$ cat config.mk
export PLATFORM = sky130hd
export DESIGN_NAME = axi_xact_arb
export DESIGN_NICKNAME = d
export VERILOG_FILES = /design/src/rtl/axi_xact_arb.sv
export SDC_FILE = /design/constraint.sdc
export NUM_CORES = 1
export LEC_CHECK = 0
export BUFFER_PORTS_ARGS = -buffer_cell sky130_fd_sc_hd__buf_4
export CAP_MARGIN = 20
export CORE_MARGIN = 2
export CORE_UTILIZATION = 45
export DETAILED_ROUTE_END_ITERATION = 7
export GPL_ROUTABILITY_DRIVEN = 0
export MAX_ROUTING_LAYER = met4
export PLACE_DENSITY = 0.79
export SETUP_SLACK_MARGIN = 0.5
export SLEW_MARGIN = 15
export SYNTH_ARGS = -nofsm -noshare
export SYNTH_HDL_FRONTEND = slang
export SYNTH_SLANG_ARGS = --single-unit
$ cat constraint.sdc
create_clock -name i_clk -period 2.4 [get_ports i_clk]
set_input_delay 0 -clock i_clk [delete_from_list [all_inputs] [get_ports i_clk]]
set_output_delay 0 -clock i_clk [all_outputs]
set_load 0.05 [all_outputs]
$ cat src/rtl/axi_xact_arb.sv
// axi_xact_arb: round-robin arbiter that pops transactions from NUM_REQ
// requesters, offers them one at a time to a packet checker, and tracks
// issued-but-uncompared transactions in an in-order FIFO so each compare
// completion is routed back to the requester that originated it.
module axi_xact_arb #(
    parameter int NUM_REQ         = 2,
    parameter int TGT_ADDR_WIDTH  = 28,
    parameter int MAX_OUTSTANDING = 4
) (
    input  logic                              i_clk,
    input  logic                              i_reset,
    input  logic [NUM_REQ-1:0]                i_req_avail,
    input  logic [NUM_REQ*TGT_ADDR_WIDTH-1:0] i_req_addr,
    input  logic [NUM_REQ*8-1:0]              i_req_len,
    output logic [NUM_REQ-1:0]                o_req_read,
    output logic                              o_xact_avail,
    input  logic                              i_xact_read,
    output logic [TGT_ADDR_WIDTH-1:0]         o_xact_addr,
    output logic [7:0]                        o_xact_len,
    input  logic                              i_pkt_compared,
    output logic [NUM_REQ-1:0]                o_req_done,
    output logic [3:0]                        o_outstanding,
    output logic                              o_underflow
);

    localparam int IDXW = (NUM_REQ > 1) ? $clog2(NUM_REQ) : 1;
    localparam int PTRW = (MAX_OUTSTANDING > 1) ? $clog2(MAX_OUTSTANDING) : 1;

    localparam logic [1:0] S_IDLE  = 2'd0;
    localparam logic [1:0] S_FETCH = 2'd1;
    localparam logic [1:0] S_LOAD  = 2'd2;
    localparam logic [1:0] S_OFFER = 2'd3;

    logic [1:0]                state_q, state_d;
    logic [IDXW-1:0]           grant_q, grant_d;
    logic [IDXW-1:0]           rr_ptr_q, rr_ptr_d;
    logic [TGT_ADDR_WIDTH-1:0] addr_q;
    logic [7:0]                len_q;
    logic [3:0]                count_q, count_d;
    logic [NUM_REQ-1:0]        done_q, done_d;
    logic                      underflow_q;

    // Order FIFO storage is sized to a power of two so any pointer value
    // indexes a real entry; pointers still wrap at MAX_OUTSTANDING.
    logic [IDXW-1:0]           fifo_q [2**PTRW];
    logic [PTRW-1:0]           wr_ptr_q, rd_ptr_q;

    logic                      gnt_found;
    logic [IDXW-1:0]           gnt_idx;
    logic [IDXW:0]             cand;

    logic                      accept;
    logic                      cnt_zero;
    logic                      pop;
    logic                      fifo_wr;
    logic                      fifo_rd;
    logic [IDXW-1:0]           pop_idx;
    logic                      underflow_set;

    function automatic logic [PTRW-1:0] ptr_inc(input logic [PTRW-1:0] p);
        return (p == PTRW'(MAX_OUTSTANDING - 1)) ? '0 : p + 1'b1;
    endfunction

    // Round-robin search starting at rr_ptr_q; first available requester wins.
    always_comb begin
        gnt_found = 1'b0;
        gnt_idx   = '0;
        cand      = '0;
        for (int i = 0; i < NUM_REQ; i++) begin
            cand = {1'b0, rr_ptr_q} + (IDXW+1)'(i);
            if (cand >= (IDXW+1)'(NUM_REQ))
                cand = cand - (IDXW+1)'(NUM_REQ);
            if (!gnt_found && i_req_avail[cand[IDXW-1:0]]) begin
                gnt_found = 1'b1;
                gnt_idx   = cand[IDXW-1:0];
            end
        end
    end

    // Main sequencer: IDLE grants (gated on outstanding limit), then one
    // cycle each of FETCH and LOAD, then OFFER until the checker accepts.
    always_comb begin
        state_d  = state_q;
        grant_d  = grant_q;
        rr_ptr_d = rr_ptr_q;
        case (state_q)
            S_IDLE: begin
                if (gnt_found && (count_q < 4'(MAX_OUTSTANDING))) begin
                    state_d  = S_FETCH;
                    grant_d  = gnt_idx;
                    rr_ptr_d = (gnt_idx == IDXW'(NUM_REQ - 1)) ? '0 : gnt_idx + 1'b1;
                end
            end
            S_FETCH: state_d = S_LOAD;
            S_LOAD:  state_d = S_OFFER;
            S_OFFER: if (i_xact_read) state_d = S_IDLE;
            default: state_d = S_IDLE;
        endcase
    end

    // Accept only counts in OFFER. A compare arriving with an empty FIFO
    // alongside an accept completes the just-accepted transaction directly.
    assign accept        = (state_q == S_OFFER) && i_xact_read;
    assign cnt_zero      = (count_q == 4'd0);
    assign pop           = i_pkt_compared && (!cnt_zero || accept);
    assign fifo_wr       = accept && !(pop && cnt_zero);
    assign fifo_rd       = pop && !cnt_zero;
    assign pop_idx       = cnt_zero ? grant_q : fifo_q[rd_ptr_q];
    assign underflow_set = i_pkt_compared && cnt_zero && !accept;

    // Outstanding count: simultaneous push and pop leaves it unchanged.
    always_comb begin
        count_d = count_q;
        if (accept && !pop)
            count_d = count_q + 4'd1;
        else if (pop && !accept)
            count_d = count_q - 4'd1;
    end

    // Completion pulse and pop pulse decode to one-hot per requester.
    always_comb begin
        done_d     = '0;
        o_req_read = '0;
        for (int n = 0; n < NUM_REQ; n++) begin
            if (pop && (pop_idx == IDXW'(n)))
                done_d[n] = 1'b1;
            if ((state_q == S_FETCH) && (grant_q == IDXW'(n)))
                o_req_read[n] = 1'b1;
        end
    end

    // Control state, pointers, counters and registered outputs.
    always_ff @(posedge i_clk) begin
        if (i_reset) begin
            state_q     <= S_IDLE;
            grant_q     <= '0;
            rr_ptr_q    <= '0;
            addr_q      <= '0;
            len_q       <= '0;
            count_q     <= '0;
            done_q      <= '0;
            underflow_q <= 1'b0;
            wr_ptr_q    <= '0;
            rd_ptr_q    <= '0;
        end else begin
            state_q  <= state_d;
            grant_q  <= grant_d;
            rr_ptr_q <= rr_ptr_d;
            count_q  <= count_d;
            done_q   <= done_d;
            if (state_q == S_LOAD) begin
                addr_q <= i_req_addr[grant_q*TGT_ADDR_WIDTH +: TGT_ADDR_WIDTH];
                len_q  <= i_req_len[grant_q*8 +: 8];
            end
            if (underflow_set)
                underflow_q <= 1'b1;
            if (fifo_wr)
                wr_ptr_q <= ptr_inc(wr_ptr_q);
            if (fifo_rd)
                rd_ptr_q <= ptr_inc(rd_ptr_q);
        end
    end

    // FIFO storage; contents are don't-care once pointers are reset.
    always_ff @(posedge i_clk) begin
        if (!i_reset && fifo_wr)
            fifo_q[wr_ptr_q] <= grant_q;
    end

    assign o_xact_avail  = (state_q == S_OFFER);
    assign o_xact_addr   = addr_q;
    assign o_xact_len    = len_q;
    assign o_req_done    = done_q;
    assign o_outstanding = count_q;
    assign o_underflow   = underflow_q;

endmodule

==> flow_summary.html <==
<table>
<tr><th>Metric</th><th>Value</th></tr>
<tr><th colspan="2">Run status</th></tr>
<tr><td>Result of the run</td><td>finished, final reports clean</td></tr>
<tr><th colspan="2">Logic synthesis</th></tr>
<tr><td>Number of cells produced by synthesis</td><td>269</td></tr>
<tr><td>Mux share of post-synthesis cell area</td><td>17.1%</td></tr>
<tr><td>Post-synth top area share</td><td>39.7%</td></tr>
<tr><td>Net count after synthesis</td><td>360</td></tr>
<tr><td>Post-Synth Simple-Gate Area</td><td>13.1%</td></tr>
<tr><td>Number of synthesis warnings</td><td>0</td></tr>
<tr><td>Largest family of logic cells by synthesized area</td><td>multiplexers</td></tr>
<tr><td>Fraction of the mapped netlist area in adder cells</td><td>6.36%</td></tr>
<tr><td>Synth Register Bits</td><td>57</td></tr>
<tr><td>Post-Syn Area</td><td>0.00268 sq mm</td></tr>
<tr><td>Average cell area after synthesis</td><td>9.94 sq um</td></tr>
<tr><td>Library cell occupying the most area in the post-synthesis netlist</td><td>dfxtp_1</td></tr>
<tr><td>Sequential element share of the synthesized area</td><td>44.2%</td></tr>
<tr><td>Cell types occupying the most area after synthesis</td><td>dfxtp_1, mux2i_1, a211oi_1, nor2_1, ha_1</td></tr>
<tr><td>Number of distinct standard cells referenced by the synthesized netlist</td><td>35</td></tr>
<tr><td>Xor-xnor portion of the synthesized cell area</td><td>0.655%</td></tr>
<tr><td>Synthesized-area fraction occupied by ao, oa, aoi and oai cells</td><td>15.1%</td></tr>
<tr><th colspan="2">Clock network</th></tr>
<tr><td>Clock transition at path regs</td><td>0.06 ns</td></tr>
<tr><td>CTS sink cnt</td><td>57</td></tr>
<tr><td># H-tree levels</td><td>3</td></tr>
<tr><td>Insertion delay of the later-clocked pin in the worst-skew pair</td><td>0.33 ns</td></tr>
<tr><td>Max clock buf depth</td><td>2</td></tr>
<tr><td>Clock root cell</td><td>clkbuf_8</td></tr>
<tr><td>CTS tree</td><td>built</td></tr>
<tr><td>Inserted Clock Buffers</td><td>9</td></tr>
<tr><th colspan="2">Hold path</th></tr>
<tr><td>Worst min-delay path class</td><td>in -&gt; reg</td></tr>
<tr><td>Count of cells along the worst hold path</td><td>3</td></tr>
<tr><td>Worst Hold Path EP</td><td>grant_q</td></tr>
<tr><td>Startpoint of the lowest-slack hold path</td><td>i_req_avail[1]</td></tr>
<tr><th colspan="2">Final layout</th></tr>
<tr><td>FILL cells</td><td>495</td></tr>
<tr><td>Share of final-layout standard cells stronger than drive strength 1</td><td>40.0%</td></tr>
<tr><td>Number of antenna cells inserted</td><td>0</td></tr>
<tr><td>Final-stage net count</td><td>482</td></tr>
<tr><td>Area grow syn2layout</td><td>46.9%</td></tr>
<tr><th colspan="2">Critical path</th></tr>
<tr><td>Worst Path Max Fanout</td><td>4</td></tr>
<tr><td>WP data required</td><td>2.61 ns</td></tr>
<tr><td>Register-to-register setup slack</td><td>0.55 ns</td></tr>
<tr><td>Setup crit start</td><td>state_q[0]</td></tr>
<tr><td>Data arrival time of the critical path</td><td>2.07 ns</td></tr>
<tr><td>Critical path class</td><td>reg -&gt; reg</td></tr>
<tr><td>Crit-path max cell delay</td><td>0.38 ns</td></tr>
<tr><td>Critical R2R Launch</td><td>state_q[0]</td></tr>
<tr><td>Critical path launch point type</td><td>register</td></tr>
<tr><td>Endpoint of the most critical register-to-register path</td><td>o_outstanding[3]</td></tr>
<tr><td>Critical Path Sink Type</td><td>register</td></tr>
<tr><td>Worst-case reg-to-reg path depth</td><td>6</td></tr>
<tr><td>Critical-path top delay cell</td><td>ha_2</td></tr>
<tr><td>Cells along the critical path</td><td>ha_4 -&gt; nand3b_1 -&gt; ha_2 -&gt; nand3_1 -&gt; a31oi_1 -&gt; mux2_1</td></tr>
<tr><th colspan="2">Floorplanning</th></tr>
<tr><td>DIE AREA</td><td>0.00658 sq mm</td></tr>
<tr><td>Die span in x</td><td>81.1 um</td></tr>
<tr><td>Core footprint</td><td>0.00582 sq mm</td></tr>
<tr><td>I/O pin total</td><td>124</td></tr>
<tr><td>Chip Height</td><td>81.1 um</td></tr>
<tr><td>Num rows</td><td>28</td></tr>
<tr><td>Starting density of the core</td><td>46.0%</td></tr>
<tr><th colspan="2">STA</th></tr>
<tr><td>Tcrit/Tclk final</td><td>77.2%</td></tr>
<tr><td>Least-Margin Pin Slew</td><td>0.543 ns</td></tr>
<tr><td>Remaining max-slew budget at the tightest pin</td><td>63.8%</td></tr>
<tr><td>Final setup violating endpoints</td><td>0</td></tr>
<tr><td>Setup repair after global routing missed its margin</td><td>no</td></tr>
<tr><td>Final hold slack</td><td>0.00882 ns</td></tr>
<tr><td>Final sum of negative setup slack</td><td>0 ns</td></tr>
<tr><td>Maximum clock skew at final layout</td><td>0.00828 ns</td></tr>
<tr><td>Maximum clock frequency</td><td>0.540 GHz</td></tr>
<tr><td>Max-slew violation count</td><td>0</td></tr>
<tr><td>Minimum period implied by the final worst setup slack</td><td>1.85 ns</td></tr>
<tr><td>Final hold vios</td><td>0</td></tr>
<tr><th colspan="2">GRT</th></tr>
<tr><td>Most used routing layer</td><td>met2</td></tr>
<tr><td>Global routing usage summed across all routing layers</td><td>20.2%</td></tr>
<tr><td>Global-route wire length before repair</td><td>9.79 mm</td></tr>
<tr><td>Initial antenna violation count</td><td>0</td></tr>
<tr><td>Vias in the first global route</td><td>2,139</td></tr>
<tr><td>Total overflow reported by the global router</td><td>0</td></tr>
<tr><td>Met1 global-route usage</td><td>23.4%</td></tr>
<tr><td>Largest net degree at the start of global routing</td><td>73</td></tr>
<tr><td>Met3 global-route usage</td><td>4.56%</td></tr>
<tr><td>Met2 track utilization from global routing</td><td>33.8%</td></tr>
<tr><th colspan="2">Detailed routing</th></tr>
<tr><td>Total wire length</td><td>6.61 mm</td></tr>
<tr><td>Initial DRC count</td><td>82</td></tr>
<tr><td># DRC</td><td>0</td></tr>
<tr><td>Vias</td><td>2,377</td></tr>
<tr><td>Vias per cell</td><td>5.06</td></tr>
<tr><td>Count of TritonRoute iterations in the first routing pass</td><td>4</td></tr>
<tr><td>Post-DR wirelength/cell</td><td>14.1 um</td></tr>
<tr><td>Antenna violation net count after detailed routing</td><td>0</td></tr>
<tr><th colspan="2">Pwr</th></tr>
<tr><td>Power density relative to cell area</td><td>1140 mW/mm^2</td></tr>
<tr><td>Cell leakage power</td><td>1.63 nW</td></tr>
<tr><td>Worst ir drop on vdd</td><td>0.000582 V</td></tr>
<tr><th colspan="2">Placement</th></tr>
<tr><td>Quantity of I/O buffers inserted on ports</td><td>123</td></tr>
<tr><td>DPL Wire Length</td><td>4.64 mm</td></tr>
<tr><th colspan="2">Flow run</th></tr>
<tr><td>Number of violations of the max-capacitance limit</td><td>0</td></tr>
</table>
==> per-stage QoR <==
| stage | cells | utilization [%] | setup WS (ns) | power, mW | instance area (sq um) |
|---|---|---|---|---|---|
| floorplan | 269 | - | 0.482 | 3.00 | 2700 |
| global placement | 450 | 63.4 | 0.532 | 3.58 | 3690 |
| detailed placement | 450 | 63.4 | 0.482 | 3.63 | 3690 |
| CTS | 467 | 66.8 | 0.528 | 4.46 | 3890 |
| global route | 470 | 67.6 | 0.483 | 4.73 | 3930 |
| finish | 470 | 67.6 | 0.548 | 4.47 | 3930 |
==> cell families (layout without fill, tap and decap cells) <==
logic type / after synthesis / after routing
simple gates: 75 / 75
flops: 57 / 57
compound gates: 54 / 54
mux: 44 / 44
buf+inv: 24 / 150
fa+ha+maj: 13 / 13
xor+xnor: 2 / 2
==> report_power, final <==
| part | switching (mW) | internal, mW |
|---|---|---|
| Clock | 0.365 | 0.452 |
| Sequential | 0.198 | 1.21 |
| Combinational | 1.40 | 0.850 |
| Total | 1.96 | 2.52 |
==> cells in the final DEF, fill, tap and decap left out, drive strengths merged, types with 2 or more instances in the layout <==
| master | n |
|---|---|
| buf | 129 |
| dfxtp | 53 |
| nor2 | 52 |
| mux2i | 42 |
| a211oi | 36 |
| clkbuf | 13 |
| ha | 12 |
| a21oi | 10 |
| inv | 5 |
| and2 | 5 |
| nor2b | 4 |
| nand2b | 4 |
| edfxtp | 4 |
| nor3 | 2 |
| nand3 | 2 |
| o21ai | 2 |
| a31oi | 2 |
| nor4 | 2 |
==> worst max-delay path, delay by kind of cell, from the launching register on <==
family | cells | cell delay [ns]
flip-flops | 1 | 0.37
AO/OA/AOI/OAI | 1 | 0.23
multiplexers | 1 | 0.34
AND/OR/NAND/NOR | 2 | 0.27
adder cells (fa/ha/maj) | 2 | 0.52
==> area by class of cell <==
type                            count  area (sq um)  area share (%)
Timing Repair Buffer              130          1000            25.5
Multi-Input combinational cell    188          1440            36.7
Sequential cell                    57          1190            30.3
Clock inverter                      2          12.5           0.318
Tap cell                           75          93.8            2.39
Clock buffer                       13           169            4.30
Inverter                            5          18.8           0.478
==> Yosys cell counts <==
| cell type | number |
|---|---|
| a211oi_1 | 36 |
| a21oi_1 | 8 |
| a21oi_2 | 2 |
| a31oi_1 | 2 |
| and2_1 | 5 |
| and3b_1 | 1 |
| buf_1 | 2 |
| buf_2 | 4 |
| clkbuf_1 | 13 |
| dfxtp_1 | 53 |
| edfxtp_1 | 4 |
| fa_1 | 1 |
| ha_1 | 12 |
| inv_1 | 5 |
| mux2_1 | 1 |
| mux2i_1 | 41 |
| mux2i_2 | 1 |
| mux4_2 | 1 |
| nand2_1 | 1 |
| nand2b_1 | 4 |
| nand3_1 | 2 |
| nand3b_1 | 1 |
| nand4_1 | 1 |
| nor2_1 | 52 |
| nor2b_1 | 4 |
| nor3_1 | 2 |
| nor4_1 | 1 |
| nor4_4 | 1 |
| o2111ai_1 | 1 |
| o21ai_0 | 2 |
| o31a_1 | 1 |
| o31ai_1 | 1 |
| o41ai_4 | 1 |
| xnor2_1 | 1 |
| xor2_1 | 1 |
==> per-layer routing <==
metal,routed length (um),up-vias
met4,127,0
met3,300,11
met2,3530,75
met5,0,-
met1,2650,1085
li1,-,1206
==> sequential cells by signal, summed over array words and instances, names as in the netlist, named ones only <==
register       flops
o_xact_addr       28
o_underflow        1
o_xact_len         8
rr_ptr_q           1
grant_q            1
o_outstanding      4
state_q            2
wr_ptr_q           2
rd_ptr_q           2
o_req_done         2
fifo_q             4
==> worst max-delay path by stage <==
stage	end	slack [ns]
2_1_floorplan	o_outstanding[3]	0.48
3_3_place_gp	o_outstanding[3]	0.53
3_5_place_dp	o_outstanding[3]	0.48
4_1_cts	o_outstanding[3]	0.53
5_1_grt	o_outstanding[3]	0.48
6_report	o_outstanding[3]	0.55
==> timing repair <==
action / in CTS / in global routing
resized for setup: 0 / 5
setup endpoints to repair: 1 / 1
hold buffers: 1 / 0
pin swaps: 1 / 3
setup buffers: 1 / 3
endpoints found under the hold margin: 3 / 0
(Power assumes the default switching activity.)
